## config.mk

```make
export PLATFORM = sky130hd
export DESIGN_NAME = core_mem_arbiter
export DESIGN_NICKNAME = d
export VERILOG_FILES = /design/src/rtl/core_mem_arbiter_pkg.sv /design/src/rtl/core_mem_arbiter_rr_priority_pick.sv /design/src/rtl/core_mem_arbiter.sv
export SDC_FILE = /design/constraint.sdc
export NUM_CORES = 1
export LEC_CHECK = 0
export CAP_MARGIN = 10
export CORE_ASPECT_RATIO = 1.5
export CORE_MARGIN = 2
export CORE_UTILIZATION = 35
export CTS_CLUSTER_DIAMETER = 80
export CTS_CLUSTER_SIZE = 10
export DETAILED_ROUTE_END_ITERATION = 8
export GPL_TIMING_DRIVEN = 0
export PLACE_DENSITY = 0.75
export SYNTH_ARGS = -nofsm -noshare
export SYNTH_HDL_FRONTEND = slang
export SYNTH_SLANG_ARGS = --single-unit
```

## constraint.sdc

```tcl
create_clock -name clk -period 3.65 [get_ports clk]
set_input_delay 1.095 -clock clk [delete_from_list [all_inputs] [get_ports clk]]
set_output_delay 1.095 -clock clk [all_outputs]
set_load 0.03 [all_outputs]
```

## src/rtl/core_mem_arbiter_pkg.sv

```systemverilog
// Shared definitions for the core memory arbiter.
// Holds the job-controller state encoding and the default data/address
// widths used by the arbiter top level.
package core_mem_arbiter_pkg;

    typedef enum logic [1:0] {
        IDLE = 2'd0,
        RUN  = 2'd1,
        DONE = 2'd2
    } state_t;

    localparam int DEF_REG_WIDTH  = 12;
    localparam int DEF_ADDR_WIDTH = 12;

endpackage

```

## src/rtl/core_mem_arbiter_rr_priority_pick.sv

```systemverilog
// Combinational round-robin picker.
// Selects at most one eligible requester, searching upward from ptr with
// wrap-around.  A requester is eligible when its req bit is set and its
// mask bit is clear.
// Ports:
//   req   - per-requester request vector
//   mask  - per-requester exclusion vector
//   ptr   - index where the search begins
//   grant - one-hot selected requester (all zero when none)
//   valid - a requester was selected
module rr_priority_pick #(
    parameter int N     = 4,
    parameter int PTR_W = 2
) (
    input  logic [N-1:0]     req,
    input  logic [N-1:0]     mask,
    input  logic [PTR_W-1:0] ptr,
    output logic [N-1:0]     grant,
    output logic             valid
);

    logic [N-1:0]     eligible;
    logic [PTR_W:0]   pos;
    logic [PTR_W-1:0] idx;

    assign eligible = req & ~mask;

    always_comb begin
        grant = '0;
        valid = 1'b0;
        pos   = '0;
        idx   = '0;
        for (int k = 0; k < N; k++) begin
            // ptr + k, folded back into 0..N-1; one extra bit holds the carry.
            pos = {1'b0, ptr} + (PTR_W + 1)'(k);
            if (pos >= (PTR_W + 1)'(N)) begin
                pos = pos - (PTR_W + 1)'(N);
            end
            idx = pos[PTR_W-1:0];
            if (!valid && eligible[idx]) begin
                grant[idx] = 1'b1;
                valid      = 1'b1;
            end
        end
    end

endmodule

```

## src/rtl/core_mem_arbiter.sv

```systemverilog
// Shared data-memory arbiter and job controller for a cluster of cores.
// A job starts on start (IDLE/DONE -> RUN), pulsing core_start to every core.
// While running, one memory access per cycle is granted round-robin; the
// access is presented to memory one cycle after the request is sampled and
// read data is flagged back one cycle later.  The job ends once every core
// has pulsed core_done.
// Ports:
//   clk, reset         - clock (rising edge) and async active-low reset
//   start              - begin a job (ignored while running)
//   core_req/wr        - per-core access request and direction (1 = write)
//   core_addr/wdata    - packed per-core address and write data
//   core_done          - per-core job-finished pulse
//   mem_q              - memory read data
//   core_gnt           - one-hot grant pulse
//   core_rvalid        - one-hot read-data-valid pulse
//   core_rdata         - read data broadcast to all cores
//   mem_addr/data/wren - memory address, write data, write enable
//   core_start         - job start pulse to all cores
//   all_done           - high while the job is finished
module core_mem_arbiter
    import core_mem_arbiter_pkg::*;
#(
    parameter int CORE_COUNT = 4,
    parameter int REG_WIDTH  = DEF_REG_WIDTH,
    parameter int ADDR_WIDTH = DEF_ADDR_WIDTH
) (
    input  logic                             clk,
    input  logic                             reset,
    input  logic                             start,
    input  logic [CORE_COUNT-1:0]            core_req,
    input  logic [CORE_COUNT-1:0]            core_wr,
    input  logic [CORE_COUNT*ADDR_WIDTH-1:0] core_addr,
    input  logic [CORE_COUNT*REG_WIDTH-1:0]  core_wdata,
    input  logic [CORE_COUNT-1:0]            core_done,
    input  logic [REG_WIDTH-1:0]             mem_q,
    output logic [CORE_COUNT-1:0]            core_gnt,
    output logic [CORE_COUNT-1:0]            core_rvalid,
    output logic [REG_WIDTH-1:0]             core_rdata,
    output logic [ADDR_WIDTH-1:0]            mem_addr,
    output logic [REG_WIDTH-1:0]             mem_data,
    output logic                             mem_wren,
    output logic [CORE_COUNT-1:0]            core_start,
    output logic                             all_done
);

    localparam int PTR_W = $clog2(CORE_COUNT);

    state_t                  state;
    state_t                  next_state;
    logic                    entering_run;
    logic [CORE_COUNT-1:0]   done_mask;
    logic [CORE_COUNT-1:0]   done_next;
    logic [PTR_W-1:0]        ptr;
    logic [PTR_W-1:0]        ptr_next;
    logic [PTR_W-1:0]        gnt_idx;
    logic [CORE_COUNT-1:0]   arb_req;
    logic [CORE_COUNT-1:0]   pick_gnt;
    logic                    pick_valid;
    logic                    sel_wr;
    logic [ADDR_WIDTH-1:0]   sel_addr;
    logic [REG_WIDTH-1:0]    sel_data;

    // Including this cycle's done pulses lets all_done rise the cycle after
    // the last core reports.
    assign done_next = done_mask | core_done;

    always_ff @(posedge clk or negedge reset) begin
        if (!reset) begin
            state <= IDLE;
        end else begin
            state <= next_state;
        end
    end

    always_comb begin
        next_state = state;
        case (state)
            IDLE:    if (start)      next_state = RUN;
            RUN:     if (&done_next) next_state = DONE;
            DONE:    if (start)      next_state = RUN;
            default:                 next_state = IDLE;
        endcase
    end

    assign entering_run = (state != RUN) && (next_state == RUN);

    // Requests only compete while a job is running.  The core currently
    // holding core_gnt is masked: it cannot drop req until it sees the grant.
    assign arb_req = (state == RUN) ? core_req : '0;

    rr_priority_pick #(
        .N     (CORE_COUNT),
        .PTR_W (PTR_W)
    ) u_pick (
        .req   (arb_req),
        .mask  (core_gnt),
        .ptr   (ptr),
        .grant (pick_gnt),
        .valid (pick_valid)
    );

    always_comb begin
        gnt_idx  = '0;
        sel_wr   = 1'b0;
        sel_addr = '0;
        sel_data = '0;
        for (int i = 0; i < CORE_COUNT; i++) begin
            if (pick_gnt[i]) begin
                gnt_idx  = PTR_W'(i);
                sel_wr   = core_wr[i];
                sel_addr = core_addr[i*ADDR_WIDTH +: ADDR_WIDTH];
                sel_data = core_wdata[i*REG_WIDTH +: REG_WIDTH];
            end
        end
    end

    assign ptr_next = (gnt_idx == PTR_W'(CORE_COUNT - 1)) ? '0 : gnt_idx + PTR_W'(1);

    // ---- stage boundary: request sample -> grant/memory access ----
    // core_rvalid follows one cycle behind a read grant, so a grant issued in
    // the last RUN cycle still completes after the move to DONE.
    always_ff @(posedge clk or negedge reset) begin
        if (!reset) begin
            core_gnt    <= '0;
            core_rvalid <= '0;
            core_start  <= '0;
            mem_wren    <= 1'b0;
            all_done    <= 1'b0;
            mem_addr    <= '0;
            mem_data    <= '0;
            ptr         <= '0;
            done_mask   <= '0;
        end else begin
            core_start <= {CORE_COUNT{entering_run}};
            all_done   <= (next_state == DONE);
            if (entering_run) begin
                done_mask <= '0;
            end else if (state == RUN) begin
                done_mask <= done_next;
            end
            core_gnt <= pick_gnt;
            mem_wren <= pick_valid & sel_wr;
            if (pick_valid) begin
                mem_addr <= sel_addr;
                mem_data <= sel_data;
                ptr      <= ptr_next;
            end
            // ---- stage boundary: memory access -> read data return ----
            core_rvalid <= core_gnt & {CORE_COUNT{~mem_wren}};
        end
    end

    assign core_rdata = mem_q;

endmodule

```

* Yosys cells after proc, flatten, opt, wreduce, memory -nomap -nowiden
Cells that the tools add are included.
** Storage, ports and cells
- Bits in registers :: 43
- Word-level logic and storage cells :: 110
** Cells by class
- $add $sub $neg :: 8
- Magnitude comparators :: 12
- Eq/ne operators :: 6
- Multiplexer cells :: 50
- Bitwise operators :: 9
- Reductions and logical operators :: 15
** Operators by type and width (count)
- two-way mux 12 bit :: 8
- two-way mux 4 bit :: 7
- two-way mux 2 bit :: 9
- two-way mux 1 bit :: 17
- bitwise OR 4 bit :: 4
- < comparator 2 x 3 -> 1 bit (second input constant) :: 4
- >= comparator 3 bit (second input constant) :: 3
- AND 4 bit :: 2
- binary-select mux 1 bit (select 2 bit) :: 4
- demux 1 bit (select 2 bit) :: 4
- >= comparator 2 x 1 -> 1 bit (second input constant) :: 4
- logical AND 1 bit :: 8
- subtractor 2 x 1 -> 2 bit (second input constant) :: 4
- adder 2 x 2 -> 3 bit (second input constant) :: 2
- == test 2 bit (second input constant) :: 3
- == test 2 x 1 -> 1 bit (second input constant) :: 2
- inverter 4 bit :: 1
- one-hot mux 2 bit (2 select lines) :: 1
- AND reduction 4 bit :: 1
- adder 2 x 1 -> 3 bit (second input constant) :: 1
- >= comparator 2 x 3 -> 1 bit (second input constant) :: 1
- zero test 1 bit :: 3
- adder 2 x 1 -> 2 bit (second input constant) :: 1
- zero test 2 bit :: 1
- other kinds (5) :: 5

* Longest topological paths before layout
- Depth in word-level cells :: 20
- Depth in mapped cells :: 10
- Mapped depth without buffers :: 9

* By module
A second synthesis with hierarchy kept.
** Second synthesis, totals
- Cells, all modules :: 317
- Area total of the unflattened synthesis :: 2855.2 um^2
** By module, submodules not included
- core_mem_arbiter :: times used 1, cells an instance 270, area each 2423.6 um^2, sequential area each 1076.0 um^2
- rr_priority_pick :: times used 1, cells an instance 47, area each 431.7 um^2, sequential area each 0.0 um^2

* Least setup slack after synthesis
OpenSTA, ideal clock, no wires.
- Kind :: input to register
- Start :: input port core_req[2]
- End :: register mem_addr[10]
- Arrival time :: 3029 ps
- Slack :: 491 ps
- Stages :: 9
- Path buffers :: 2
- Cells stage by stage :: and4bb_2 -> mux4_2 -> a21o_1 -> a2bb2oi_2 -> a21o_1 -> buf_6 -> buf_6 -> a221oi_2 -> o31ai_2
** On the way
- Word-level cells in the longest chain between the ends :: 18
- Elaborated cells on any way between the ends :: 31
- Classes of those cells :: 21 x mux; 4 x bitwise; 6 x reduce/logical
** RTL lines
- start: declaration :: line core_mem_arbiter.sv:30 : input logic [CORE_COUNT-1:0] core_req,
- two-way mux 4 bit * :: line core_mem_arbiter.sv:89 : assign arb_req = (state == RUN) ? core_req : '0;
- AND 4 bit * :: line core_mem_arbiter_rr_priority_pick.sv:26 : assign eligible = req & ~mask;
- binary-select mux 1 bit (select 2 bit) :: line core_mem_arbiter_rr_priority_pick.sv:40 : if (!valid && eligible[idx]) begin
- two-way mux 1 bit (not written as such) :: line core_mem_arbiter_rr_priority_pick.sv:40
- two-way mux 1 bit :: line core_mem_arbiter_rr_priority_pick.sv:40
- zero test 1 bit :: line core_mem_arbiter_rr_priority_pick.sv:40
- logical AND 1 bit :: line core_mem_arbiter_rr_priority_pick.sv:40
- two-way mux 1 bit :: line core_mem_arbiter_rr_priority_pick.sv:40
- zero test 1 bit :: line core_mem_arbiter_rr_priority_pick.sv:40
- logical AND 1 bit :: line core_mem_arbiter_rr_priority_pick.sv:40
- two-way mux 1 bit :: line core_mem_arbiter_rr_priority_pick.sv:40
- zero test 1 bit :: line core_mem_arbiter_rr_priority_pick.sv:40
- logical AND 1 bit :: line core_mem_arbiter_rr_priority_pick.sv:40
- two-way mux 4 bit :: line core_mem_arbiter_rr_priority_pick.sv:40
- two-way mux 12 bit (4 in a row) :: line core_mem_arbiter.sv:108 : if (pick_gnt[i]) begin
- end signal: assignment :: line core_mem_arbiter.sv:144 : mem_addr <= sel_addr;
- end: declaration :: line core_mem_arbiter.sv:39 : output logic [ADDR_WIDTH-1:0] mem_addr,
Mark *: on every way between the ends. The rest lies on a longest branch, timed or not. The select of a mux whose other input is x is not followed.
A chain may end at the register's enable or synchronous reset.

* Worst setup path after layout
- Start :: input port core_req[2]
- End :: register mem_addr[5]
The elaborated chain is that of the path after synthesis.

==> flow_metrics.py <==
metrics = {
    "critical_path": {
        "reg2reg_slack_ns": 0.50,
        "slowest_delay_ns": 0.59,
        "cp.arrival_ns": 3.70,
        "crit_path_end_kind": "register",
        "path_cells": "clkdlybuf4s50_1 -> and4bb_2 -> mux4_2 -> a21o_1 -> a2bb2oi_2 -> a21o_1 -> buf_6 -> buf_6 -> a221oi_2 -> o31ai_2",
        "crit_buf_inv": 3,
        "cp_max_fo": 10,
        "required_ns": 3.81,
        "path_class": "in2reg",
        "slowest_stage": "mux4_2",
        "crit_family": "compound AO/OA/AOI/OAI gates",
        "cp-start-kind": "input port",
    },
    "run": {
        "drv_cap": 0,
    },
    "synth": {
        "ys.flop_type": "dfrtp_1",
        "synth.top_cells.by_area": "dfrtp_1 (36%), a221oi_2 (11%), o31ai_2 (8.4%)",
        "netlist_instances": 264,
        "yosys_warnings": 0,
        "syn_nets": 393,
        "netlist_area_mm2": 0.00298,
        "yosysTopAreaCellShare_pct": 36.2,
        "ys_seq_elements": 43,
        "syn_area_per_cell_um2": 11.3,
        "seq_area_frac_synth_pct": 36.2,
        "synth_common_cells": "dfrtp_1 (43), nor2_1 (30), a22oi_1 (25)",
        "synth_top_cell_by_area": "dfrtp_1",
        "synth-async-reset-ratio_pct": 100,
        "ys_types": 41,
        "synth_edf_count": 0,
        "yosysMostFrequentCell": "dfrtp_1",
    },
    "cts": {
        "cts_buffers": 5,
        "cts-hold-fix-buffers": 0,
        "clk_path_buf_depth": 2,
        "cts_tree": "built",
        "root_buffer": "clkbuf_16",
        "htree_levels": 2,
        "clock_latency_ns": 0.29,
        "cts.sinks": 43,
        "clkTransAtPathRegs_ns": 0.07,
    },
    "detailed_routing": {
        "drt_iter0_drc": 224,
        "drt_wl_total_um": 9520,
        "first_pass_iters": 4,
        "wl_per_cell_um": 17.5,
        "route.detailed.drc": 0,
        "viasPerCell": 5.38,
        "antenna_left": 0,
        "vias": 2930,
    },
    "finish": {
        "n_antenna_cell": 0,
        "multi_input_area_mm2": 0.00161,
        "nets": 566,
        "ff_latch_area_mm2": 0.00108,
        "syn_to_final_growth_pct": 65.6,
        "final_core_util_pct": 58.9,
        "layout-drive-gt1-share_pct": 24.0,
        "nFillCells": 722,
    },
    "power_and_ir_drop": {
        "p_per_area_mw_per_mm2": 1070,
        "p_int_mw": 2.77,
        "power_switching_mw": 2.51,
        "swShare_pct": 47.5,
        "p_leak_nw": 1.99,
        "p_clk_share_pct": 8.6,
        "pwr-share-seq_pct": 16.5,
        "p_total_mw": 5.27,
        "combPwrFrac_pct": 74.9,
        "peakVddDrop_mv": 0.597,
    },
    "timing": {
        "rsz0062_at_grt": "yes",
        "tightest_slew_ns": 0.520,
        "timing.hold.ws_ns": 0.507,
        "fmax_ghz": 0.283,
        "post-route-min-period_ns": 3.54,
        "final-hold-violation-count": 0,
        "slew_violations": 0,
        "tns_ns": 0,
        "fin_crit_sh_pct": 97.0,
        "skew_ns": 0.00503,
        "relSlewSlack_pct": 65.0,
        "setup_violations": 0,
    },
    "global_route": {
        "antenna_found_initial": 0,
        "grt_max_degree": 36,
        "grt_pass1_vias": 3079,
        "grt_pass1_wl_um": 15000,
        "grt_usage_pct": 20.5,
        "overflow": 0,
    },
    "floorplan": {
        "num_rows": 41,
        "die_y_um": 117,
        "num_io_pins": 173,
        "die_area_mm2": 0.00927,
        "start_util_pct": 35.6,
        "core_area_mm2": 0.00836,
        "fp.dieW_um": 79.3,
    },
    "run_status": {
        "status": "complete, no violations",
    },
    "place": {
        "portBuffers": 160,
        "gp_congestion": 0.855,
        "post-dp-hpwl_um": 7430,
    },
    "min_path": {
        "hp-class": "reg2reg",
    },
}
## cells in the final DEF (no fill, tap or decap), drive strengths merged, types with 4 or more instances in the layout
cell	netlist	final
and4bb	4	4
clkbuf	6	10
nor2b	8	8
a22oi	25	25
buf	28	36
nor2	30	30
nand2	5	5
a221oi	27	27
o21ai	12	12
nand4bb	4	4
clkdlybuf4s50	0	159
a21o	4	4
dfrtp	43	43
o31ai	27	27
inv	8	9
ha	6	6
## metrics by stage
| step | setup WS (ns) | cell area (um2) | instances |
|---|---|---|---|
| floorplan | 0.491 | 2980 | 264 |
| global placement | -0.489 | 4710 | 531 |
| detailed placement | -0.328 | 4740 | 533 |
| CTS | 0.00326 | 4890 | 540 |
| global route | -0.0170 | 4930 | 545 |
| finish | 0.111 | 4930 | 545 |
## path summary, 6_finish.rpt
path,start,endpoint,depth (start not counted)
setup / recovery,core_req[2],mem_addr[5]$_DFFE_PN0P_,10
hold / removal,mem_data[9]$_DFFE_PN0P_,mem_data[9]$_DFFE_PN0P_,2
setup reg to reg,ptr[0]$_DFFE_PN0P_,mem_addr[10]$_DFFE_PN0P_,10
hold reg to reg,mem_data[9]$_DFFE_PN0P_,mem_data[9]$_DFFE_PN0P_,2
max in group asynchronous,reset,mem_addr[8]$_DFFE_PN0P_,2
min in group asynchronous,reset,mem_data[10]$_DFFE_PN0P_,1
## kinds of logic (layout without fill, tap and decap cells)
logic type | Yosys count | count (layout) | synth area share [%]
AOI/OAI and AO/OA | 104 | 104 | 35.8
and+or+nand+nor | 66 | 66 | 13.3
DFF | 43 | 43 | 36.2
buffers and inverters | 42 | 216 | 9.97
adders and majority gates | 6 | 6 | 2.52
muxes | 3 | 3 | 2.27
## worst register-to-register path, cell delays in order (launching register included)
cell      delay (ns)
dfrtp_1         0.54
inv_1           0.22
ha_1            0.40
or3_1           0.41
a21oi_1         0.27
o21ai_0         0.26
a221oi_4        0.32
buf_4           0.19
buf_8           0.16
a221oi_2        0.08
o31ai_2         0.22
## per-layer routing
layer	share of wire (%)	track usage, %	vias up
met5	0	0	-
li1	-	-	1359
met4	1.7	5.75	0
met3	6.7	4.45	14
met2	55	38.6	132
met1	37	23.1	1425
## power by group through the flow
stage	Clock, mW	Sequential [mW]	Combinational (mW)
2_1_floorplan	0	1.17	2.50
3_3_place_gp	0	0.870	3.80
3_5_place_dp	0	0.876	3.89
4_1_cts	0.465	0.871	3.91
5_1_grt	0.489	0.902	4.27
6_report	0.453	0.871	3.95
## sequential cells by signal (all words and copies together) (netlist names)
register	count
all_done	1
core_gnt	4
core_rvalid	4
core_start	1
done_mask	4
mem_addr	12
mem_data	12
mem_wren	1
ptr	2
state	2
## repair_timing
action,in CTS,in global routing
endpoints found under the hold margin,0,0
gates resized for setup,2,2
gates cloned,0,0
buffers inserted,0,5
pin swaps,0,1
endpoints found under the setup margin,11,23
## cell type report
type,count,area share [%]
buffer,33,5.41
inverter,8,0.610
clock buffer,5,2.54
sequential,43,21.8
tap,107,2.72
timing repair buffer,167,33.7
clock inverter,3,0.483
multi-input combinational,179,32.7
Note: power is estimated with default switching activity, not from simulation.
